$ cat src/rtl/tdm_demux4.sv
// tdm_demux4: four-slot TDM receiver. Aligns to a slot-0 frame marker and
// publishes one complete frame at a time. Optional macro: TDM_DEMUX4_ERRCNT_EN.
module tdm_demux4 #(
    parameter int WIDTH = 1
) (
    input  logic             clk,
    input  logic             rst,
    input  logic             din_valid,
    input  logic [WIDTH-1:0] din,
    input  logic             sync,
    output logic [WIDTH-1:0] a,
    output logic [WIDTH-1:0] b,
    output logic [WIDTH-1:0] c,
    output logic [WIDTH-1:0] d,
    output logic [1:0]       sel,
    output logic             frame_valid,
    output logic             locked,
    output logic             sync_err,
    output logic [7:0]       err_cnt
);

    localparam logic HUNT   = 1'b0;
    localparam logic LOCKED = 1'b1;

    logic             state;
    logic [WIDTH-1:0] shadow [0:2];

    logic start_frame;
    logic early_sync;
    logic missing_sync;
    logic store_slot;
    logic frame_done;
    logic err_event;

    // Any qualified marker starts a new frame, whether hunting, aligned or early.
    always_comb begin
        start_frame  = din_valid && sync;
        early_sync   = din_valid && (state == LOCKED) && sync && (sel != 2'd0);
        missing_sync = din_valid && (state == LOCKED) && !sync && (sel == 2'd0);
        store_slot   = din_valid && (state == LOCKED) && !sync && (sel != 2'd0);
        frame_done   = store_slot && (sel == 2'd3);
        err_event    = early_sync || missing_sync;
    end

    always_ff @(posedge clk) begin
        if (rst) begin
            state       <= HUNT;
            sel         <= 2'd0;
            shadow[0]   <= '0;
            shadow[1]   <= '0;
            shadow[2]   <= '0;
            a           <= '0;
            b           <= '0;
            c           <= '0;
            d           <= '0;
            frame_valid <= 1'b0;
            sync_err    <= 1'b0;
        end else begin
            frame_valid <= frame_done;
            sync_err    <= err_event;
            if (start_frame) begin
                shadow[0] <= din;
                sel       <= 2'd1;
                state     <= LOCKED;
            end else if (missing_sync) begin
                sel   <= 2'd0;
                state <= HUNT;
            end else if (frame_done) begin
                // Slot 3 goes straight to d so all four outputs move on one edge.
                a   <= shadow[0];
                b   <= shadow[1];
                c   <= shadow[2];
                d   <= din;
                sel <= 2'd0;
            end else if (store_slot) begin
                case (sel)
                    2'd1:    shadow[1] <= din;
                    default: shadow[2] <= din;
                endcase
                sel <= sel + 2'd1;
            end
        end
    end

    assign locked = (state == LOCKED);

`ifdef TDM_DEMUX4_ERRCNT_EN
    logic [7:0] err_count;

    always_ff @(posedge clk) begin
        if (rst) begin
            err_count <= 8'd0;
        end else if (err_event && (err_count != 8'hFF)) begin
            err_count <= err_count + 8'd1;
        end
    end

    assign err_cnt = err_count;
`else
    assign err_cnt = 8'd0;
`endif

endmodule

$ cat config.mk
export PLATFORM = sky130hd
export DESIGN_NAME = tdm_demux4
export DESIGN_NICKNAME = d
export VERILOG_FILES = /design/src/rtl/tdm_demux4.sv
export SDC_FILE = /design/constraint.sdc
export NUM_CORES = 1
export LEC_CHECK = 0
export CAP_MARGIN = 20
export CORE_MARGIN = 2
export CORE_UTILIZATION = 46
export CTS_CLUSTER_SIZE = 16
export DETAILED_ROUTE_END_ITERATION = 7
export GPL_ROUTABILITY_DRIVEN = 0
export GPL_TIMING_DRIVEN = 0
export PLACE_DENSITY_LB_ADDON = 0.25
export SLEW_MARGIN = 20
export SYNTH_ARGS = -nofsm -noshare
export SYNTH_HDL_FRONTEND = slang
export SYNTH_SLANG_ARGS = --single-unit
export TNS_END_PERCENT = 1
$ cat constraint.sdc
create_clock -name clk -period 3.5 [get_ports clk]
set_clock_uncertainty 0.15 [all_clocks]
set_input_delay 0.35 -clock clk [delete_from_list [all_inputs] [get_ports clk]]
set_output_delay 0.35 -clock clk [all_outputs]
set_load 0.1 [all_outputs]
======== Yosys cells after proc, flatten, opt, wreduce, memory -nomap -nowiden ========
Memory sizes are Yosys's and may differ from the RTL's. A register that Yosys moved wholly into a read port is not among the register bits.
Index checks and enable logic that the tools add are counted.
cells by class
  $add $sub $neg .......................... 1
  multipliers ............................. 0
  divide/modulo/power cells ............... 0
  $lt $le $gt $ge ......................... 0
  eq/ne operators ......................... 2
  shifts and indexed selects .............. 0
  multiplexer cells ....................... 28
  bitwise gates (word level) .............. 5
  reduce and logical (&&, ||, !) cells .... 16
operators with widths
  kind                   number
  $mux W1                28
  $logic_and A1 B1 Y1    8
  $reduce_bool A2 Y1     2
  $reduce_bool A4 Y1     1
  $reduce_or A4 Y1       1
  $or A1 B1 Y1           3
  $reduce_and A3 Y1      1
  $add A2 B1 Y2 const B  1
  $eq A2 B1 Y1 const B   1
  $eq A2 B2 Y1 const B   1
  $logic_not A2 Y1       1
  $not A1 Y1             2
  $logic_not A1 Y1       1
  $logic_or A1 B1 Y1     1
storage, ports and cells
  register bits after elaboration ......... 6
  latch bits .............................. 0
  RAM bits ................................ 3
  memory bits (read-only) ................. 0
  memories kept ........................... 1
memory list
  name    words  width  rd ports  clocked after memory_dff  wr ports  RTL line  RTL
  shadow  3      1      3         3                         3         26        logic [WIDTH-1:0] shadow [0:2];

======== Logic depth before layout (Yosys ltp) ========
Gate-level depths: netlist of the first run.
  depth in word-level cells ............... 10
  mapped depth ............................ 6
  gate-level depth less buffers ........... 5

======== Least setup slack after synthesis of the first run ========
OpenSTA, ideal clock, no wires.
  path type ............................... flip-flop to flip-flop
  start ................................... register sel[0]
  end ..................................... memory shadow[2][0] (netlist: shadow[0][2]) (enable)
  setup time .............................. 0.304 ns
  arrival ................................. 2.097 ns
  required time ........................... 3.046 ns
  path slack .............................. 0.949 ns
  cell stages (with the launch flop) ...... 7
  path buffers ............................ 1
  clock period less this slack ............ 2.551 ns
  path through ............................ dfxtp_1 > inv_1 > ha_1 > nor4bb_1 > buf_4 > nand2b_4 > o21bai_1
RTL lines
  element                 RTL line  RTL
  start, declared         15        output logic [1:0] sel,
  start signal, assigned  80        sel <= sel + 2'd1;
  end, declared           26

======== Final worst setup path of the first run ========
  start ................................... register state (netlist: locked)
  end ..................................... output locked
RTL lines
  element                 RTL line  RTL
  start, declared         25        logic state;
  start signal, assigned  47        state <= HUNT;
  start signal, assigned  64        state <= LOCKED;
  start signal, assigned  67        state <= HUNT;
  end, declared           17        output logic locked,
No word-level cell between the ends.

==> impl_results.html, run 1 <==
<table>
<tr><th>Metric</th><th>Value</th></tr>
<tr><th colspan="2">Run status</th></tr>
<tr><td>Outcome</td><td>finished clean</td></tr>
<tr><th colspan="2">Global route</th></tr>
<tr><td>Pin count of the biggest net entering global routing</td><td>11</td></tr>
<tr><td>Global-route wire length before repair</td><td>1.44 mm</td></tr>
<tr><td>Antenna violations before repair</td><td>0</td></tr>
<tr><td>Total routing resource utilization after global routing</td><td>0.136</td></tr>
<tr><td>Leftover overflow at the end of global routing</td><td>0</td></tr>
<tr><td>Via count of the first global-routing pass</td><td>367</td></tr>
<tr><th colspan="2">Routing</th></tr>
<tr><td>DRC Markers</td><td>0</td></tr>
<tr><td>DRT Pass-1 Iters</td><td>4</td></tr>
<tr><td>Detailed-route vias per instance</td><td>4.59</td></tr>
<tr><td>Number of DRC markers in iteration 0</td><td>9</td></tr>
<tr><td>Post-detailed-routing wire length</td><td>966 um</td></tr>
<tr><td>Wire per inst</td><td>9.38 um</td></tr>
<tr><td>Residual antenna-violating net count after detailed routing</td><td>0</td></tr>
<tr><td>Via total after detailed routing</td><td>473</td></tr>
<tr><th colspan="2">Yosys</th></tr>
<tr><td>Flip-flop and latch count after synthesis</td><td>12</td></tr>
<tr><td>Mapped Cells</td><td>64</td></tr>
<tr><td>Synthesized area</td><td>629 um2</td></tr>
<tr><td>Synth unique cells</td><td>23</td></tr>
<tr><td>Yosys warnings</td><td>0</td></tr>
<tr><td>Average cell area after synthesis</td><td>just under 10 um2</td></tr>
<tr><td>Sequential element share of the synthesized area</td><td>0.429</td></tr>
<tr><th colspan="2">Critical path</th></tr>
<tr><td>Largest stage delay, worst path</td><td>about 1.2 ns</td></tr>
<tr><td>End of the worst register-to-register path</td><td>shadow[0][1]</td></tr>
<tr><td>Largest delay share family, worst path</td><td>buffers and inverters</td></tr>
<tr><td>Critical Path Stages</td><td>1</td></tr>
<tr><td>Worst setup SP type</td><td>flop</td></tr>
<tr><td>CP Cell Sequence</td><td>clkdlybuf4s50_1</td></tr>
<tr><td>Buffers plus inverters on the worst setup path</td><td>1</td></tr>
<tr><td>Start of the worst register-to-register path</td><td>sel[0]</td></tr>
<tr><td>Critical Path Sink Type</td><td>output pin</td></tr>
<tr><td>Worst Path Required</td><td>3.00 ns</td></tr>
<tr><td>Number of cells traversed by the worst register-to-register path</td><td>6</td></tr>
<tr><td>Worst setup slack for register-to-register paths</td><td>~1.6 ns</td></tr>
<tr><td>Slowest cell on the critical path</td><td>sky130_fd_sc_hd__clkdlybuf4s50_1</td></tr>
<tr><td>Maximum fanout along the worst path</td><td>5</td></tr>
<tr><td>WS Path Type</td><td>reg -&gt; out</td></tr>
<tr><td>Data arrival time of the critical path</td><td>about 1.8 ns</td></tr>
<tr><th colspan="2">Floorplanning</th></tr>
<tr><td>Initial Util</td><td>0.490</td></tr>
<tr><td>Core box area</td><td>approximately 0.0013 mm2</td></tr>
<tr><td>Horizontal die dimension</td><td>41.0 um</td></tr>
<tr><td>Num rows</td><td>13</td></tr>
<tr><td>Top Ports</td><td>22</td></tr>
<tr><td>Y dimension of the die</td><td>41.0 um</td></tr>
<tr><td>Die area</td><td>0.00168 mm2</td></tr>
<tr><th colspan="2">Pwr</th></tr>
<tr><td>PnR Total Power</td><td>0.317 mW</td></tr>
<tr><td>Worst vdd ir</td><td>0.000209 V</td></tr>
<tr><td>Net Sw Frac</td><td>0.345</td></tr>
<tr><td>Fraction of power consumed by combinational cells</td><td>0.263</td></tr>
<tr><td>P_leak</td><td>0.335 nW</td></tr>
<tr><td>Clock network power share</td><td>0.270</td></tr>
<tr><td>Total power per unit cell area</td><td>381 mW/mm2</td></tr>
<tr><td>Share of power burned in registers</td><td>0.467</td></tr>
<tr><td>Switching component of the power</td><td>approximately 0.11 mW</td></tr>
<tr><td>Cell Int Power</td><td>between 0.2 and 0.25 mW</td></tr>
<tr><th colspan="2">Clock tree</th></tr>
<tr><td>Count of H-tree levels built during CTS</td><td>1</td></tr>
<tr><td>Number of sinks driven by the clock tree</td><td>12</td></tr>
<tr><td>TritonCTS clock tree</td><td>done</td></tr>
<tr><td>CTS hold repair buffers</td><td>0</td></tr>
<tr><td>Clock transition at the register clock pins on the worst setup and hold paths after CTS</td><td>approximately 0.080 ns</td></tr>
<tr><td>Max clock buf depth</td><td>2</td></tr>
<tr><td>Post-CTS setup-driven buffer insertion count</td><td>0</td></tr>
<tr><td>Clk Latency, worst-skew pair</td><td>~0.27 ns</td></tr>
<tr><td>Root buffer cell</td><td>sky130_fd_sc_hd__clkbuf_4</td></tr>
<tr><td>Total CTS buffers</td><td>3</td></tr>
<tr><td>Number of gates resized after CTS</td><td>0</td></tr>
<tr><th colspan="2">STA</th></tr>
<tr><td>Final Setup Violations</td><td>0</td></tr>
<tr><td>Fin Hold WS</td><td>around 0.32 ns</td></tr>
<tr><td>Worst slew margin relative to its limit</td><td>0.355</td></tr>
<tr><td>Period Utilization, post-route</td><td>0.658</td></tr>
<tr><td>Time the worst path needs with I/O delays and setup</td><td>2.30 ns</td></tr>
<tr><td>RSZ-0062 raised after global routing</td><td>no</td></tr>
<tr><td>Setup_tns</td><td>0 ns</td></tr>
<tr><td>Hold violation count in the final report</td><td>0</td></tr>
<tr><td>Worst-Margin Slew</td><td>between 0.9 and 1 ns</td></tr>
<tr><td>Maximum clock frequency</td><td>434 MHz</td></tr>
<tr><td>Max-slew violations</td><td>0</td></tr>
<tr><th colspan="2">Placed design</th></tr>
<tr><td>Post-placement cell area</td><td>805 um2</td></tr>
<tr><td>Post-Place Cells</td><td>between 90 and 100</td></tr>
<tr><td>Sum of net half-perimeters after detailed placement</td><td>742 um</td></tr>
<tr><td>Quantity of I/O buffers inserted on ports</td><td>13</td></tr>
<tr><th colspan="2">Flow run</th></tr>
<tr><td>Number of max-cap violations</td><td>0</td></tr>
<tr><th colspan="2">Layout</th></tr>
<tr><td>Net total in the final layout</td><td>97</td></tr>
<tr><td>Share of cells above drive strength 1</td><td>0.182</td></tr>
<tr><td>Antenna Cells</td><td>0</td></tr>
<tr><td>Post-synthesis to final-layout area growth</td><td>32.0%</td></tr>
<tr><td>Number of standard cells in the layout, taps in and fillers out</td><td>103</td></tr>
<tr><td>Design area</td><td>831 um2</td></tr>
<tr><th colspan="2">Hold path</th></tr>
<tr><td>Path category of the worst min-delay check</td><td>reg -&gt; reg</td></tr>
<tr><td>Hold Path End</td><td>b</td></tr>
<tr><td>Number of instances on the worst hold path</td><td>2</td></tr>
<tr><td>Hold Path Origin</td><td>b</td></tr>
</table>
## power groups by stage
stage	sequential, mW	combinational (mW)	clock (mW)
2_1_floorplan	0.163	0.0583	0
3_3_place_gp	0.151	0.0825	0
3_5_place_dp	0.151	0.0828	0
4_1_cts	0.148	0.0830	0.0877
5_1_grt	0.149	0.0876	0.0926
6_report	0.148	0.0831	0.0855
## flip-flops by register name, indices dropped and copies added, names as in the netlist
register,cells
a,1
b,1
c,1
d,1
frame_valid,1
locked,1
sel,2
shadow,3
sync_err,1
## per-layer routing
layer	GRT usage	routed length [um]
met2	0.219	467
met5	0	0
met1	0.163	434
met4	0.0750	10
met3	0.0326	52
## worst max-delay path by stage
stage / startpoint / to / slack (ns)
5_1_grt: sel[0] / sel[0] / 1.15
6_report: locked / locked / 1.20
2_1_floorplan: sel[0] / shadow[0][2] / 0.95
3_3_place_gp: din_valid / shadow[0][2] / 1.48
4_1_cts: sel[0] / sel[0] / 1.19
3_5_place_dp: din_valid / shadow[0][1] / 1.41
## cells in the final DEF, fill, tap and decap left out, types with 2 or more instances in the layout
master,Yosys,routed
sky130_fd_sc_hd__conb_1,1,8
sky130_fd_sc_hd__ha_1,3,3
sky130_fd_sc_hd__dfxtp_1,9,9
sky130_fd_sc_hd__nand2_1,5,5
sky130_fd_sc_hd__nor3_1,3,3
sky130_fd_sc_hd__nand4b_1,3,3
sky130_fd_sc_hd__nand2b_1,6,6
sky130_fd_sc_hd__clkdlybuf4s50_1,0,13
sky130_fd_sc_hd__inv_1,3,3
sky130_fd_sc_hd__nor2_1,2,2
sky130_fd_sc_hd__mux2i_1,2,2
sky130_fd_sc_hd__o21ai_0,3,3
sky130_fd_sc_hd__buf_4,9,9
sky130_fd_sc_hd__o21bai_1,2,2
sky130_fd_sc_hd__edfxtp_1,3,3
sky130_fd_sc_hd__a21oi_1,2,2
sky130_fd_sc_hd__clkbuf_4,0,3
## stage by stage
step | utilization | worst slack (ns)
3_3_place_gp | 0.626 | 1.48
2_1_floorplan | - | 0.949
4_1_cts | 0.647 | 1.19
6_report | 0.647 | 1.20
3_5_place_dp | 0.626 | 1.41
5_1_grt | 0.647 | 1.15
## synthesized netlist by cell type
| cell type | number | share of area |
|---|---|---|
| sky130_fd_sc_hd__conb_1 | 1 | 0.0060 |
| sky130_fd_sc_hd__o21ai_0 | 3 | 0.024 |
| sky130_fd_sc_hd__nor3_2 | 1 | 0.016 |
| sky130_fd_sc_hd__clkbuf_1 | 1 | 0.0060 |
| sky130_fd_sc_hd__a311oi_2 | 1 | 0.024 |
| sky130_fd_sc_hd__nor2_1 | 2 | 0.012 |
| sky130_fd_sc_hd__mux2i_1 | 2 | 0.032 |
| sky130_fd_sc_hd__buf_4 | 9 | 0.11 |
| sky130_fd_sc_hd__nor3_1 | 3 | 0.024 |
| sky130_fd_sc_hd__and2_2 | 1 | 0.012 |
| sky130_fd_sc_hd__nand2_1 | 5 | 0.030 |
| sky130_fd_sc_hd__o21bai_1 | 2 | 0.024 |
| sky130_fd_sc_hd__nand4b_1 | 3 | 0.042 |
| sky130_fd_sc_hd__a21oi_1 | 2 | 0.016 |
| sky130_fd_sc_hd__inv_1 | 3 | 0.018 |
| sky130_fd_sc_hd__nand2b_4 | 1 | 0.022 |
| sky130_fd_sc_hd__nor4bb_1 | 1 | 0.016 |
| sky130_fd_sc_hd__ha_1 | 3 | 0.060 |
| sky130_fd_sc_hd__dfxtp_1 | 9 | 0.29 |
| sky130_fd_sc_hd__edfxtp_1 | 3 | 0.14 |
| sky130_fd_sc_hd__xnor2_1 | 1 | 0.014 |
| sky130_fd_sc_hd__nand2b_1 | 6 | 0.060 |
| sky130_fd_sc_hd__o21ai_1 | 1 | 0.0079 |
## kinds of logic after synthesis
| logic type | share of synthesized area |
|---|---|
| adders and majority gates | 0.0596 |
| xor gates and xnor gates | 0.0139 |
| DFF | 0.429 |
| muxes | 0.0318 |
| other | 0.00596 |
| AOI/OAI and AO/OA | 0.0954 |
| buffers and inverters | 0.131 |
| and+or+nand+nor | 0.233 |
## layout make-up
type                    count  area (um2)
plain buffers              10        71.3
clock buffers               3        22.5
clock inverters             1        3.75
fillers                   120         454
inverters                   3        11.3
multi-input cells          46         303
flip-flops and latches     12         270
well taps                  15        18.8
repair buffers             13         130
Power figures use the tool's default switching activity.
==> run 2: changes to the inputs <==
CORE_UTILIZATION = 38   (was 46)
clock period = 2 ns   (was 3.5 ns; I/O delays follow)
==> run 2 against run 1 <==
  * Register-to-register slack worse by 1.4 ns
  * Core utilization shrank 9.6 points
  * Critical path depth is the same
  * First-iteration DRC count is 22% lower
  * Clock-buffer cell count up 1
  * Design area up 1.1%
  * Sequential share of layout area rose by 0.70 points
  * Cell count up 0.97%
  * Routed wire length grew 8.8%
  * Critical path type unchanged
  * Highest routed layer is now met3
==> impl_results.html, run 2 (synthesized netlist as in run 1, its figures left out) <==
<table>
<tr><th>Metric</th><th>Value</th></tr>
<tr><th colspan="2">Layout</th></tr>
<tr><td>Footprint of the multi-input gates</td><td>303 um2 (unchanged)</td></tr>
<tr><td>Antenna Cells</td><td>0 (unchanged)</td></tr>
<tr><td>Register bank with the most flops</td><td>shadow (unchanged)</td></tr>
<tr><td>Max FFs per register</td><td>3 (unchanged)</td></tr>
<tr><td>Post-synthesis to final-layout area growth</td><td>33.4% (was 32.0%)</td></tr>
<tr><td>Share of cells above drive strength 1</td><td>0.227 (was 0.182)</td></tr>
<tr><td>Fillcell total</td><td>149 (was 120)</td></tr>
<tr><td>Utilization after layout</td><td>0.551 (was 0.647)</td></tr>
<tr><td>Highest-count cells in the layout ignoring fill and taps</td><td>9 x sky130_fd_sc_hd__buf_4, 9 x sky130_fd_sc_hd__dlygate4sd2_1, 8 x sky130_fd_sc_hd__conb_1 (was 13 x sky130_fd_sc_hd__clkdlybuf4s50_1, 9 x sky130_fd_sc_hd__buf_4, 9 x sky130_fd_sc_hd__dfxtp_1)</td></tr>
<tr><td>Net total in the final layout</td><td>97 (unchanged)</td></tr>
<tr><td>Largest registers</td><td>shadow: 3 flops, sel: 2 flops (unchanged)</td></tr>
<tr><td>Register area</td><td>279 um2 (was 270 um2)</td></tr>
<tr><th colspan="2">Run status</th></tr>
<tr><td>Outcome</td><td>finished clean (unchanged)</td></tr>
<tr><th colspan="2">Floorplanning</th></tr>
<tr><td>Y dimension of the die</td><td>44.7 um (was 41.0 um)</td></tr>
<tr><td>Die area</td><td>0.00200 mm2 (was 0.00168 mm2)</td></tr>
<tr><td>Initial Util</td><td>0.413 (was 0.490)</td></tr>
<tr><td>Top Ports</td><td>22 (unchanged)</td></tr>
<tr><td>Horizontal die dimension</td><td>44.7 um (was 41.0 um)</td></tr>
<tr><td>Core box area</td><td>0.00152 mm2 (was 0.00128 mm2)</td></tr>
<tr><td>Num rows</td><td>14 (was 13)</td></tr>
<tr><th colspan="2">STA</th></tr>
<tr><td>Worst slew margin relative to its limit</td><td>0.367 (was 0.355)</td></tr>
<tr><td>Fin Hold WS</td><td>0.314 ns (was 0.320 ns)</td></tr>
<tr><td>Maximum clock frequency</td><td>547 MHz</td></tr>
<tr><td>RSZ-0062 raised after global routing</td><td>no (unchanged)</td></tr>
<tr><td>Time the worst path needs with I/O delays and setup</td><td>1.83 ns</td></tr>
<tr><td>Final Setup Violations</td><td>0 (unchanged)</td></tr>
<tr><td>Period Utilization, post-route</td><td>0.914</td></tr>
<tr><td>Max-slew violations</td><td>0 (unchanged)</td></tr>
<tr><td>Hold violation count in the final report</td><td>0 (unchanged)</td></tr>
<tr><td>Post-route setup slack</td><td>0.171 ns (was 1.20 ns)</td></tr>
<tr><td>Setup_tns</td><td>0 ns (unchanged)</td></tr>
<tr><td>Worst-Margin Slew</td><td>0.953 ns (was 0.964 ns)</td></tr>
<tr><th colspan="2">Clock tree</th></tr>
<tr><td>Total CTS buffers</td><td>3 (unchanged)</td></tr>
<tr><td>CTS hold repair buffers</td><td>0 (unchanged)</td></tr>
<tr><td>Max clock buf depth</td><td>2 (unchanged)</td></tr>
<tr><td>Clk Latency, worst-skew pair</td><td>0.27 ns (about the same)</td></tr>
<tr><td>Count of H-tree levels built during CTS</td><td>1 (unchanged)</td></tr>
<tr><td>Number of sinks driven by the clock tree</td><td>12 (unchanged)</td></tr>
<tr><td>TritonCTS clock tree</td><td>done (unchanged)</td></tr>
<tr><td>Clock transition at the register clock pins on the worst setup and hold paths after CTS</td><td>0.08 ns (about the same)</td></tr>
<tr><td>Root buffer cell</td><td>sky130_fd_sc_hd__clkbuf_4 (unchanged)</td></tr>
<tr><th colspan="2">Routing</th></tr>
<tr><td>Via total after detailed routing</td><td>464 (was 473)</td></tr>
<tr><td>Detailed-route vias per instance</td><td>4.46 (was 4.59)</td></tr>
<tr><td>DRC Markers</td><td>0 (unchanged)</td></tr>
<tr><td>Post-detailed-routing wire length</td><td>1.05 mm (was 966 um)</td></tr>
<tr><td>Residual antenna-violating net count after detailed routing</td><td>0 (unchanged)</td></tr>
<tr><td>Wire per inst</td><td>10.1 um (was 9.38 um)</td></tr>
<tr><td>DRT Pass-1 Iters</td><td>2 (was 4)</td></tr>
<tr><td>Number of DRC markers in iteration 0</td><td>7 (was 9)</td></tr>
<tr><th colspan="2">Global route</th></tr>
<tr><td>Via count of the first global-routing pass</td><td>443 (was 367)</td></tr>
<tr><td>Leftover overflow at the end of global routing</td><td>0 (unchanged)</td></tr>
<tr><td>Global-route wire length before repair</td><td>1.78 mm (was 1.44 mm)</td></tr>
<tr><td>Antenna violations before repair</td><td>0 (unchanged)</td></tr>
<tr><td>Pin count of the biggest net entering global routing</td><td>11 (unchanged)</td></tr>
<tr><td>Total routing resource utilization after global routing</td><td>0.124 (was 0.136)</td></tr>
<tr><th colspan="2">Critical path</th></tr>
<tr><td>WS Path Type</td><td>reg -&gt; out (unchanged)</td></tr>
<tr><td>Slowest cell on the critical path</td><td>sky130_fd_sc_hd__dlygate4sd2_1 (was sky130_fd_sc_hd__clkdlybuf4s50_1)</td></tr>
<tr><td>Buffers plus inverters on the worst setup path</td><td>1 (unchanged)</td></tr>
<tr><td>Worst Path Required</td><td>1.65 ns (was 3.00 ns)</td></tr>
<tr><td>Critical Path Sink Type</td><td>output pin (unchanged)</td></tr>
<tr><td>Data arrival time of the critical path</td><td>1.48 ns (was 1.80 ns)</td></tr>
<tr><td>Worst setup SP type</td><td>flop (unchanged)</td></tr>
<tr><td>Maximum fanout along the worst path</td><td>5 (unchanged)</td></tr>
<tr><td>Largest delay share family, worst path</td><td>buffers and inverters (unchanged)</td></tr>
<tr><td>CP Cell Sequence</td><td>dlygate4sd2_1 (was clkdlybuf4s50_1)</td></tr>
<tr><td>Largest stage delay, worst path</td><td>0.85 ns (was 1.15 ns)</td></tr>
<tr><th colspan="2">Hold path</th></tr>
<tr><td>Path category of the worst min-delay check</td><td>reg -&gt; reg (unchanged)</td></tr>
<tr><th colspan="2">Pwr</th></tr>
<tr><td>PnR Total Power</td><td>0.589 mW (was 0.317 mW)</td></tr>
<tr><td>Total power per unit cell area</td><td>702 mW/mm2 (was 381 mW/mm2)</td></tr>
<tr><td>P_leak</td><td>0.384 nW (was 0.335 nW)</td></tr>
<tr><td>Worst vdd ir</td><td>0.000378 V (was 0.000209 V)</td></tr>
<tr><th colspan="2">Placed design</th></tr>
<tr><td>Sum of net half-perimeters after detailed placement</td><td>796 um (was 742 um)</td></tr>
<tr><td>Quantity of I/O buffers inserted on ports</td><td>13 (unchanged)</td></tr>
<tr><td>Worst slack after detailed placement</td><td>0.0999 ns (was 1.41 ns)</td></tr>
<tr><th colspan="2">Flow run</th></tr>
<tr><td>Number of max-cap violations</td><td>0 (unchanged)</td></tr>
</table>
run 2: cell count changes in the layout (fill, tap and decap cells not counted), sizes merged:
cell	before	now
clkbuf	4	5
clkdlybuf4s50	13	4
clkinv	1	0
dlygate4sd2	0	9
run 2: where the power goes:
part	internal, mW	total (mW)	leakage, nW	switching, mW
sequential	0.254	0.258	0.106	0.00394
combinational	0.0336	0.143	0.257	0.110
clock	0.110	0.188	0.0210	0.0776
total	0.398	0.589	0.384	0.191
run 2: final cells by class:
class	count	area share
Tap cell	16	0.0238
Timing Repair Buffer	13	0.142
Inverter	3	0.0134
Multi-Input combinational cell	46	0.361
Clock buffer	4	0.0432
Sequential cell	12	0.332
Buffer	10	0.0849
run 2: what timing repair did:
item / CTS / global route
setup endpoints to repair: 9 / 0
setup buffers: 0 / 0
gates resized for setup: 9 / 0
run 2: metrics by stage:
step	area, um2	cells
detailed placement	815	100
finish	840	104
global placement	815	100
CTS	840	104
global route	840	104
floorplan	664	71
run 2: final timing paths:
path | start | endpoint | slack (ns) | depth (start not counted)
min reg2reg | b | b | 0.31 | 2
max | locked | locked | 0.17 | 1
max reg2reg | sel[0] | shadow[0][1] | 0.18 | 6
min | b | b | 0.31 | 2
run 2: metal layers:
layer	part of all wire	GRT usage
met2	0.51	0.212
met5	0	0
met3	0.055	0.0360
met4	0	0.0545
met1	0.43	0.143
